<file path="config.mk">
export PLATFORM = sky130hd
export DESIGN_NAME = timestamp_capture
export DESIGN_NICKNAME = d
export VERILOG_FILES = /design/src/rtl/timestamp_capture.sv
export SDC_FILE = /design/constraint.sdc
export NUM_CORES = 1
export LEC_CHECK = 0
export ABC_CLOCK_PERIOD_IN_PS = 3600
export BUFFER_PORTS_ARGS = -buffer_cell sky130_fd_sc_hd__buf_2
export CORE_MARGIN = 2
export CORE_UTILIZATION = 50
export CTS_CLUSTER_DIAMETER = 50
export CTS_CLUSTER_SIZE = 8
export DETAILED_ROUTE_END_ITERATION = 7
export GPL_ROUTABILITY_DRIVEN = 0
export MAX_ROUTING_LAYER = met4
export PLACE_DENSITY = 0.75
export SLEW_MARGIN = 10
export SYNTH_ARGS = -nofsm -noshare
export SYNTH_HDL_FRONTEND = slang
export SYNTH_SLANG_ARGS = --single-unit
</file>
<file path="constraint.sdc">
create_clock -name clk_peri -period 3.6 [get_ports clk_peri]
set_input_delay 0.54 -clock clk_peri [delete_from_list [all_inputs] [get_ports clk_peri]]
set_output_delay 0.54 -clock clk_peri [all_outputs]
set_load 0.01 [all_outputs]
</file>
<file path="src/rtl/timestamp_capture.sv">
// -----------------------------------------------------------------------------
// timestamp_capture
//   Peripheral that sits downstream of the timestamp counter. It captures the
//   72-bit {lpt_counter, hpt_counter} timebase on selected edges of an
//   asynchronous event input. Captures go into a small FIFO that the CPU reads
//   over the peripheral bus.
//
//   Optional feature macro: TS_CAPTURE_IRQ_EN
//     defined   : adds output 'irq' and makes CONTROL[3] (irq enable) writable
//     undefined : no irq port, CONTROL[3] reads 0
//
// Ports
//   clk_peri     in   1   peripheral clock, shared with the timestamp counter
//   reset        in   1   synchronous, active-high reset
//   addr_peri    in  10   peripheral address ([9:3] select, [2:0] register)
//   access_peri  in   1   peripheral access strobe
//   wr_peri      in   1   write strobe
//   rd_peri      in   1   read strobe
//   do_peri      in  18   CPU write data
//   di_peri      out 18   CPU read data, 0 when not selected for a read
//   lpt_counter  in  36   seconds count
//   hpt_counter  in  36   tick count
//   event_in     in   1   asynchronous external event
//   irq          out  1   (TS_CAPTURE_IRQ_EN only) FIFO non-empty / overflow
//
// Register map (addr_peri[2:0])
//   0 CAP_LPT_LOW  1 CAP_LPT_HIGH  2 CAP_HPT_LOW  3 CAP_HPT_HIGH (read pops)
//   4 STATUS  [0] empty [1] full [2] overflow [6:3] count
//   5 CONTROL [0] enable [1] rising [2] falling [3] irq enable; [17]=1 flush
//   6,7 read 0
// -----------------------------------------------------------------------------
module timestamp_capture #(
  parameter logic [9:0] BASE_ADR        = 10'h000,
  parameter int         FIFO_DEPTH_LOG2 = 2,
  parameter int         SYNC_STAGES     = 2
) (
  input  logic        clk_peri,
  input  logic        reset,
  input  logic [9:0]  addr_peri,
  input  logic        access_peri,
  input  logic        wr_peri,
  input  logic        rd_peri,
  input  logic [17:0] do_peri,
  output logic [17:0] di_peri,
  input  logic [35:0] lpt_counter,
  input  logic [35:0] hpt_counter,
  input  logic        event_in
`ifdef TS_CAPTURE_IRQ_EN
  ,
  output logic        irq
`endif
);

  localparam int         DEPTH     = 1 << FIFO_DEPTH_LOG2;
  localparam int         PW        = FIFO_DEPTH_LOG2;
  localparam logic [6:0] BASE_ADDR = BASE_ADR[9:3];

  localparam logic [2:0] REG_LPT_LOW  = 3'd0;
  localparam logic [2:0] REG_LPT_HIGH = 3'd1;
  localparam logic [2:0] REG_HPT_LOW  = 3'd2;
  localparam logic [2:0] REG_HPT_HIGH = 3'd3;
  localparam logic [2:0] REG_STATUS   = 3'd4;
  localparam logic [2:0] REG_CONTROL  = 3'd5;

  localparam logic [PW:0] PTR_ONE = {{PW{1'b0}}, 1'b1};

  // Assemble the STATUS word from the FIFO flags.
  function automatic logic [17:0] status_word(input logic empty_f, input logic full_f,
                                              input logic ovf_f, input logic [3:0] cnt_f);
    status_word = {11'd0, cnt_f, ovf_f, full_f, empty_f};
  endfunction

  logic [SYNC_STAGES-1:0] sync;
  logic                   ev_prev;
  logic                   ev_sync;
  logic                   rise;
  logic                   fall;
  logic                   capture;

  logic [71:0] mem [DEPTH];
  logic [PW:0] wr_ptr;
  logic [PW:0] rd_ptr;
  logic [PW:0] count;
  logic        overflow;
  logic        empty;
  logic        full;
  logic [71:0] head;
  logic [3:0]  ctrl;

  logic        sel;
  logic        rd_sel;
  logic        wr_sel;
  logic [2:0]  reg_idx;
  logic        ctrl_wr;
  logic        flush;
  logic        pop;
  logic        push;
  logic        ovf_set;
  logic        unused_bits;

  assign ev_sync = sync[SYNC_STAGES-1];
  assign rise    = ev_sync & ~ev_prev;
  assign fall    = ~ev_sync & ev_prev;
  assign capture = ctrl[0] & ((ctrl[1] & rise) | (ctrl[2] & fall));

  assign count = wr_ptr - rd_ptr;
  assign empty = (wr_ptr == rd_ptr);
  // Same slot index but different wrap bit means the writer is a full lap ahead.
  assign full  = (wr_ptr[PW] != rd_ptr[PW]) && (wr_ptr[PW-1:0] == rd_ptr[PW-1:0]);
  assign head  = mem[rd_ptr[PW-1:0]];

  assign sel     = access_peri & (addr_peri[9:3] == BASE_ADDR);
  assign rd_sel  = sel & rd_peri;
  assign wr_sel  = sel & wr_peri;
  assign reg_idx = addr_peri[2:0];
  assign ctrl_wr = wr_sel & (reg_idx == REG_CONTROL);
  assign flush   = ctrl_wr & do_peri[17];
  assign pop     = rd_sel & (reg_idx == REG_HPT_HIGH) & ~empty;
  // A pop in the same cycle frees the slot, so a full FIFO can still accept.
  assign push    = capture & ~flush & (~full | pop);
  assign ovf_set = capture & ~flush & full & ~pop;

  assign unused_bits = ^do_peri[16:3];

  // Event synchronizer and edge-detect flop; they run regardless of enable.
  always_ff @(posedge clk_peri) begin
    if (reset) begin
      sync    <= '0;
      ev_prev <= 1'b0;
    end else begin
      sync    <= {sync[SYNC_STAGES-2:0], event_in};
      ev_prev <= ev_sync;
    end
  end

  // FIFO pointers and sticky overflow; flush takes priority over capture.
  always_ff @(posedge clk_peri) begin
    if (reset || flush) begin
      wr_ptr   <= '0;
      rd_ptr   <= '0;
      overflow <= 1'b0;
    end else begin
      if (push) begin
        wr_ptr <= wr_ptr + PTR_ONE;
      end
      if (pop) begin
        rd_ptr <= rd_ptr + PTR_ONE;
      end
      if (ovf_set) begin
        overflow <= 1'b1;
      end
    end
  end

  // FIFO storage; entries need no reset because the pointers define validity.
  always_ff @(posedge clk_peri) begin
    if (push && !reset) begin
      mem[wr_ptr[PW-1:0]] <= {lpt_counter, hpt_counter};
    end
  end

  // CONTROL register.
  always_ff @(posedge clk_peri) begin
    if (reset) begin
      ctrl <= 4'h0;
    end else if (ctrl_wr) begin
`ifdef TS_CAPTURE_IRQ_EN
      ctrl <= do_peri[3:0];
`else
      ctrl <= {1'b0, do_peri[2:0]};
`endif
    end
  end

`ifdef TS_CAPTURE_IRQ_EN
  // Registered interrupt request.
  always_ff @(posedge clk_peri) begin
    if (reset) begin
      irq <= 1'b0;
    end else begin
      irq <= (~empty | overflow) & ctrl[3];
    end
  end
`endif

  // Combinational read mux; capture words read 0 while the FIFO is empty.
  always_comb begin
    di_peri = 18'h0;
    if (rd_sel) begin
      case (reg_idx)
        REG_LPT_LOW:  di_peri = empty ? 18'h0 : head[53:36];
        REG_LPT_HIGH: di_peri = empty ? 18'h0 : head[71:54];
        REG_HPT_LOW:  di_peri = empty ? 18'h0 : head[17:0];
        REG_HPT_HIGH: di_peri = empty ? 18'h0 : head[35:18];
        REG_STATUS:   di_peri = status_word(empty, full, overflow, 4'(count));
        REG_CONTROL:  di_peri = {14'd0, ctrl};
        default:      di_peri = 18'h0;
      endcase
    end else begin
      di_peri = 18'h0;
    end
  end

endmodule

</file>
==> results of run 1 <==
-- path summary, 6_finish.rpt --
kind / end / slack, ns / startpoint / cells past startpoint
setup / recovery: di_peri[8] / 0.28 / wr_ptr[0] / 7
hold / removal: mem[0][7] / 0.23 / hpt_counter[7] / 1
setup reg to reg: mem[2][53] / 0.88 / wr_ptr[0] / 8
hold reg to reg: sync[1] / 0.44 / sync[0] / 1
-- area by class of cell --
class,count,area (um^2),share of cell area
Clock buffer,51,1150,0.0815
Multi-Input combinational cell,262,2820,0.200
Antenna cell,4,10.0,0.000710
Sequential cell,303,8960,0.635
Tap cell,319,399,0.0283
Clock inverter,3,32.5,0.00231
Inverter,7,26.3,0.00186
Timing Repair Buffer,121,711,0.0504
-- cells by family (layout without fill, tap and decap cells) --
logic type,count (synthesis),after routing,synth area share
compound gates,50,50,0.0289
xor+xnor,5,5,0.00367
fa+ha+maj,8,8,0.00903
buf+inv,34,182,0.0138
flops,303,303,0.751
mux,125,125,0.158
other cells,0,4,0
simple gates,74,74,0.0360
-- synth_stat cells (4+ instances only) --
| library cell | n |
|---|---|
| and2_1 | 4 |
| buf_2 | 20 |
| dfxtp_1 | 15 |
| edfxtp_1 | 288 |
| ha_1 | 7 |
| inv_1 | 6 |
| mux2i_1 | 72 |
| mux4_2 | 50 |
| nand2_1 | 12 |
| nand3_1 | 7 |
| nand4_1 | 4 |
| nor2_1 | 19 |
| nor2b_1 | 9 |
| nor4_1 | 5 |
| o22ai_1 | 33 |
| xnor2_1 | 5 |
-- state kept, by name (all words and copies together), names as in the netlist, named ones only --
register,count
ctrl,3
ev_prev,1
mem,288
overflow,1
rd_ptr,3
sync,2
wr_ptr,3
-- critical path, delay by kind of cell (launching register included) --
| family | cells | cell delay (ns) |
|---|---|---|
| AO/OA/AOI/OAI | 1 | 0.39 |
| adder cells (fa/ha/maj) | 1 | 0.34 |
| buffers and inverters | 2 | 0.30 |
| flip-flops | 1 | 0.40 |
| AND/OR/NAND/NOR | 3 | 0.83 |
-- per-layer routing --
metal | vias up | wire [um] | share of wire | global-route usage
li1 | 2739 | - | - | -
met1 | 3030 | 8950 | 0.39 | 0.230
met2 | 218 | 11700 | 0.51 | 0.332
met3 | 53 | 1620 | 0.071 | 0.0482
met4 | 0 | 551 | 0.024 | 0.0631
met5 | - | 0 | 0 | -
-- power breakdown --
| group | internal, mW | switching (mW) | total (mW) | leakage (nW) |
|---|---|---|---|---|
| logic | 0.0557 | 0.0819 | 0.138 | 1.35 |
| clock network | 2.21 | 1.31 | 3.51 | 0.573 |
| registers | 3.86 | 0.000439 | 3.86 | 2.71 |
| total | 6.13 | 1.39 | 7.52 | 4.64 |
-- through the flow --
stage               total power [mW]  std cells  utilization
CTS                             7.60       1066        0.602
global route                    7.75       1069        0.602
floorplan                       3.97        599            -
global placement                4.06       1012        0.552
finish                          7.52       1070        0.602
detailed placement              4.07       1012        0.552
==> results.txt, run 1 <==
Chip Width = 158 um
CP Cell Sequence = inv_1 -> ha_1 -> and3_1 -> nor2_1 -> nand2_1 -> o22ai_1 -> buf_2
Detailed Place HPWL = 14.1 mm
Synth area leaders = edfxtp_1 73%, mux4_2 9.4%, mux2i_1 6.0%
#FFs+latches synth = 303
Slowest stage delay, CP = 0.40 ns
VDD IR max = 0.532 mV
Startpoint types = register
Leading cell type in the layout, fill and taps excluded = edfxtp_1
Mapped Cells = 599
Final ANT Viol Nets = 0
Post-Syn Nets = 713
Pre-Repair DR Iteration Count = 5
Fraction of layout cells with a size suffix above 1 = 0.312
NumNets Final = 853
# DRC = 0
Layout Skew = 0.00834 ns
Fraction of registers with async set/reset = 0
Sequential fraction of the synthesis area = 0.751
Area of the mapped netlist = 11,900 um^2
H-tree levels = 2
Placed cell area = 12,900 um^2
CTS buffer count = 44
CP arrival = 2.78 ns
First-pass GRT wire length = 35.0 mm
Worst hold-check path type = primary input to register
Dominant synthesized flop cell = edfxtp_1
I/O Buffers = 109
Core area = 23,400 um^2
Max Freq = 301 MHz
Clk_lat worst skew = 0.52 ns
Count of final setup violators = 0
Vias post-DR = 6,040
Max-cap violations = 0
Via density per instance = 5.64
Clock transition at the registers of the reported paths = 0.05 ns
CTS Hold Buffers Added = 0
Final period util = 0.923
Pre-CTS WS = 0.551 ns
Routed length per placed instance = 21.4 um
Final Hold Viols = 0
Status = finished clean
Crit Path Class = register to primary output
Final Slew Violations = 0
Final instance area = 14,100 um^2
RSZ-0062 raised after global routing = false
Area grow syn2layout = 18.3%
Clock tree buffer depth = 3
Filler instances = 1,700
Avg Inst Size Synth = 19.9 um^2
Site Rows = 56
Post-synth EDFFs = 288
IO Pins = 124
Vias in the first global route = 6,537
Netlist cell types = 46
Root Buffer = clkbuf_16
Slew Limit Headroom = 0.411
Area share of the largest cell type after synthesis = 0.726
Die area = 25,100 um^2
1st-iter DRT viols = 447
Die height = 158 um
Initial antenna violation count = 3
Crit path max-delay cell type = dfxtp_1
Worst EP required = 3.06 ns
Hold slack = 0.231 ns
Final worst slack = 0.278 ns
Synth area leader = edfxtp_1
Leakage power = 4.64 nW
Grt ovf = 0
Setup Total Neg Slack = 0 ns
Most frequent cells in the layout = 288 x edfxtp_1, 109 x buf_2, 72 x mux2i_1
Warning count from the yosys run = 0
Tmin final = 3.32 ns
Pin count of the biggest net entering global routing = 50
Worst slew pin tran = 0.883 ns
Overall routing resource usage = 0.195
PD cells = 533 nW/um^2
TritonCTS Sinks = 303
CP Max Fanout = 12
Postcts setup bufs = 0
Initial Util = 0.509
CTS tree = built
Final wirelength = 22.9 mm
Post-cts repair resize count = 0
Setup crit end kind = primary output
Power figures use the tool's default switching activity.
==> inputs of run 2 (changes only) <==
==> constraint.sdc (replaced) <==
create_clock -name clk_peri -period 3.6 [get_ports clk_peri]
set_input_delay 0.36 -clock clk_peri [delete_from_list [all_inputs] [get_ports clk_peri]]
set_output_delay 0.36 -clock clk_peri [all_outputs]
set_load 0.01 [all_outputs]
==> run 2 against run 1 <==
  * Core utilization is 0.18 points higher
  * Non-clock buffer count stayed put
  * First-iteration DRC count increased by 19%
  * Power is 0.24% higher
  * Cell count increased by 0.37%
  * Sequential cell count is the same
  * Clock power about the same
  * Via count increased by 1.2%
  * Largest cell class unchanged
==> results.txt, run 2 (synthesized netlist as in run 1, its figures left out) <==
Status = finished clean
PD cells = 533 nW/um^2
Pre-CTS WS = 0.714 ns
RSZ-0062 raised after global routing = false
Hold Startpoint = hpt_counter[10]
Seq pwr share = 0.513
Core area = 23,400 um^2
Clock tree buffer depth = 3
TritonCTS Sinks = 303
Combinational share of power = 0.018
IO Pins = 124
Clock transition at the registers of the reported paths = 0.05 ns
Clock group share of total power = 0.469
Site Rows = 56
Initial antenna violation count = 9
CTS tree = built
Startpoint types = register
Postcts setup bufs = 0
Hold Path Depth = 1
NumNets Final = 852
Setup Total Neg Slack = 0 ns
Top layer used by detailed routing = met4
Pint = 6.13 mW
Crit Reg-Reg Endpoint = mem[1][4]
Leakage power = 4.64 nW
Setup crit end kind = primary output
CP Max Fanout = 41
CTS Hold Buffers Added = 0
Root Buffer = clkbuf_16
Switching share of power = 0.187
Slew Limit Headroom = 0.386
Tmin final = 3.14 ns
I/O Buffers = 109
Count of final setup violators = 0
Final Slew Violations = 0
Max Freq = 318 MHz
Layout Skew = 0.0131 ns
R2R setup slack = 0.84 ns
1st-iter DRT viols = 532
H-tree levels = 2
Overall routing resource usage = 0.203
Routed length per placed instance = 22.3 um
Final wirelength = 23.9 mm
Post-cts repair resize count = 0
Final Hold Viols = 0
Chip Width = 158 um
Die area = 25,100 um^2
Final period util = 0.873
Hold EP = mem[0][10]
Via density per instance = 5.69
Worst EP required = 3.24 ns
Pin count of the biggest net entering global routing = 47
Final worst slack = 0.456 ns
Most frequent cells in the layout = 288 x edfxtp_1, 109 x buf_2, 72 x mux2i_1
Slowest stage delay, CP = 0.83 ns
Initial Util = 0.509
Grt ovf = 0
Wire length on met2 = 11.9 mm
WL met3 = 1.75 mm
CTS buffer count = 43
Worst slew pin tran = 0.920 ns
Psw = 1.41 mW
Max reg flops = 288
Worst hold-check path type = primary input to register
Total power = 7.53 mW
Leading cell type in the layout, fill and taps excluded = edfxtp_1
Final ANT Viol Nets = 0
Clk_lat worst skew = 0.53 ns
Area grow syn2layout = 18.6%
Fraction of layout cells with a size suffix above 1 = 0.310
Die height = 158 um
VDD IR max = 0.375 mV
R2R cell count = 8
Max-cap violations = 0
Vias post-DR = 6,115
Worst flop-to-flop path startpoint = wr_ptr[0]
M1 WL = 9.65 mm
Detailed Place HPWL = 14.7 mm
First-pass GRT wire length = 36.6 mm
Pre-Repair DR Iteration Count = 5
CP arrival = 2.78 ns
CP Cell Sequence = buf_4 -> mux4_2 -> mux2i_1 -> o22ai_1 -> buf_2
Vias in the first global route = 6,623
# DRC = 0
Crit path max-delay cell type = dfxtp_4
Crit Path Class = register to primary output
-- run 2: area by class of cell --
cell class                      instances  area, um^2
Antenna cell                            9        22.5
Clock buffer                           52        1150
Clock inverter                          1        20.0
Fill cell                            1690        9260
Inverter                                7        26.3
Multi-Input combinational cell        262        2820
Sequential cell                       303        8960
Tap cell                              319         399
Timing Repair Buffer                  121         748
-- run 2: metrics by stage --
| step | util | cells | hold slack [ns] | instance area [um^2] |
|---|---|---|---|---|
| after floorplan | - | 599 | 0.414 | 11900 |
| after global placement | 0.553 | 1012 | 0.423 | 12900 |
| after detailed placement | 0.553 | 1012 | 0.430 | 12900 |
| after CTS | 0.603 | 1065 | 0.0331 | 14100 |
| after global routing | 0.604 | 1074 | 0.0380 | 14100 |
| final | 0.604 | 1074 | 0.0481 | 14100 |
-- run 2: worst max-delay path by stage --
stage,start,endpoint,slack [ns]
after floorplan,addr_peri[0],mem[0][0],0.77
after global placement,addr_peri[0],mem[1][58],0.74
after detailed placement,addr_peri[0],mem[3][56],0.71
after CTS,register,di_peri[8],0.40
after global routing,register,di_peri[8],0.27
final,register,di_peri[13],0.46
-- run 2: critical path, delay by kind of cell (launching register included) --
family          cells  cell delay [ns]
mux                 2             0.74
flops               1             0.83
compound gates      1             0.13
buf+inv             2             0.52
-- run 2: power groups by stage --
stage               combinational [mW]  sequential (mW)  clock [mW]
detailed placement               0.139             3.93           0
global placement                 0.129             3.93           0
finish                           0.139             3.86        3.53
CTS                              0.139             3.86        3.59
global route                     0.152             3.86        3.73
floorplan                       0.0411             3.93           0
-- run 2: metal layers --
metal,global-route usage,vias to the layer above
met4,0.0678,0
li1,-,2751
met1,0.244,3068
met2,0.341,240
met3,0.0484,56
met5,-,-
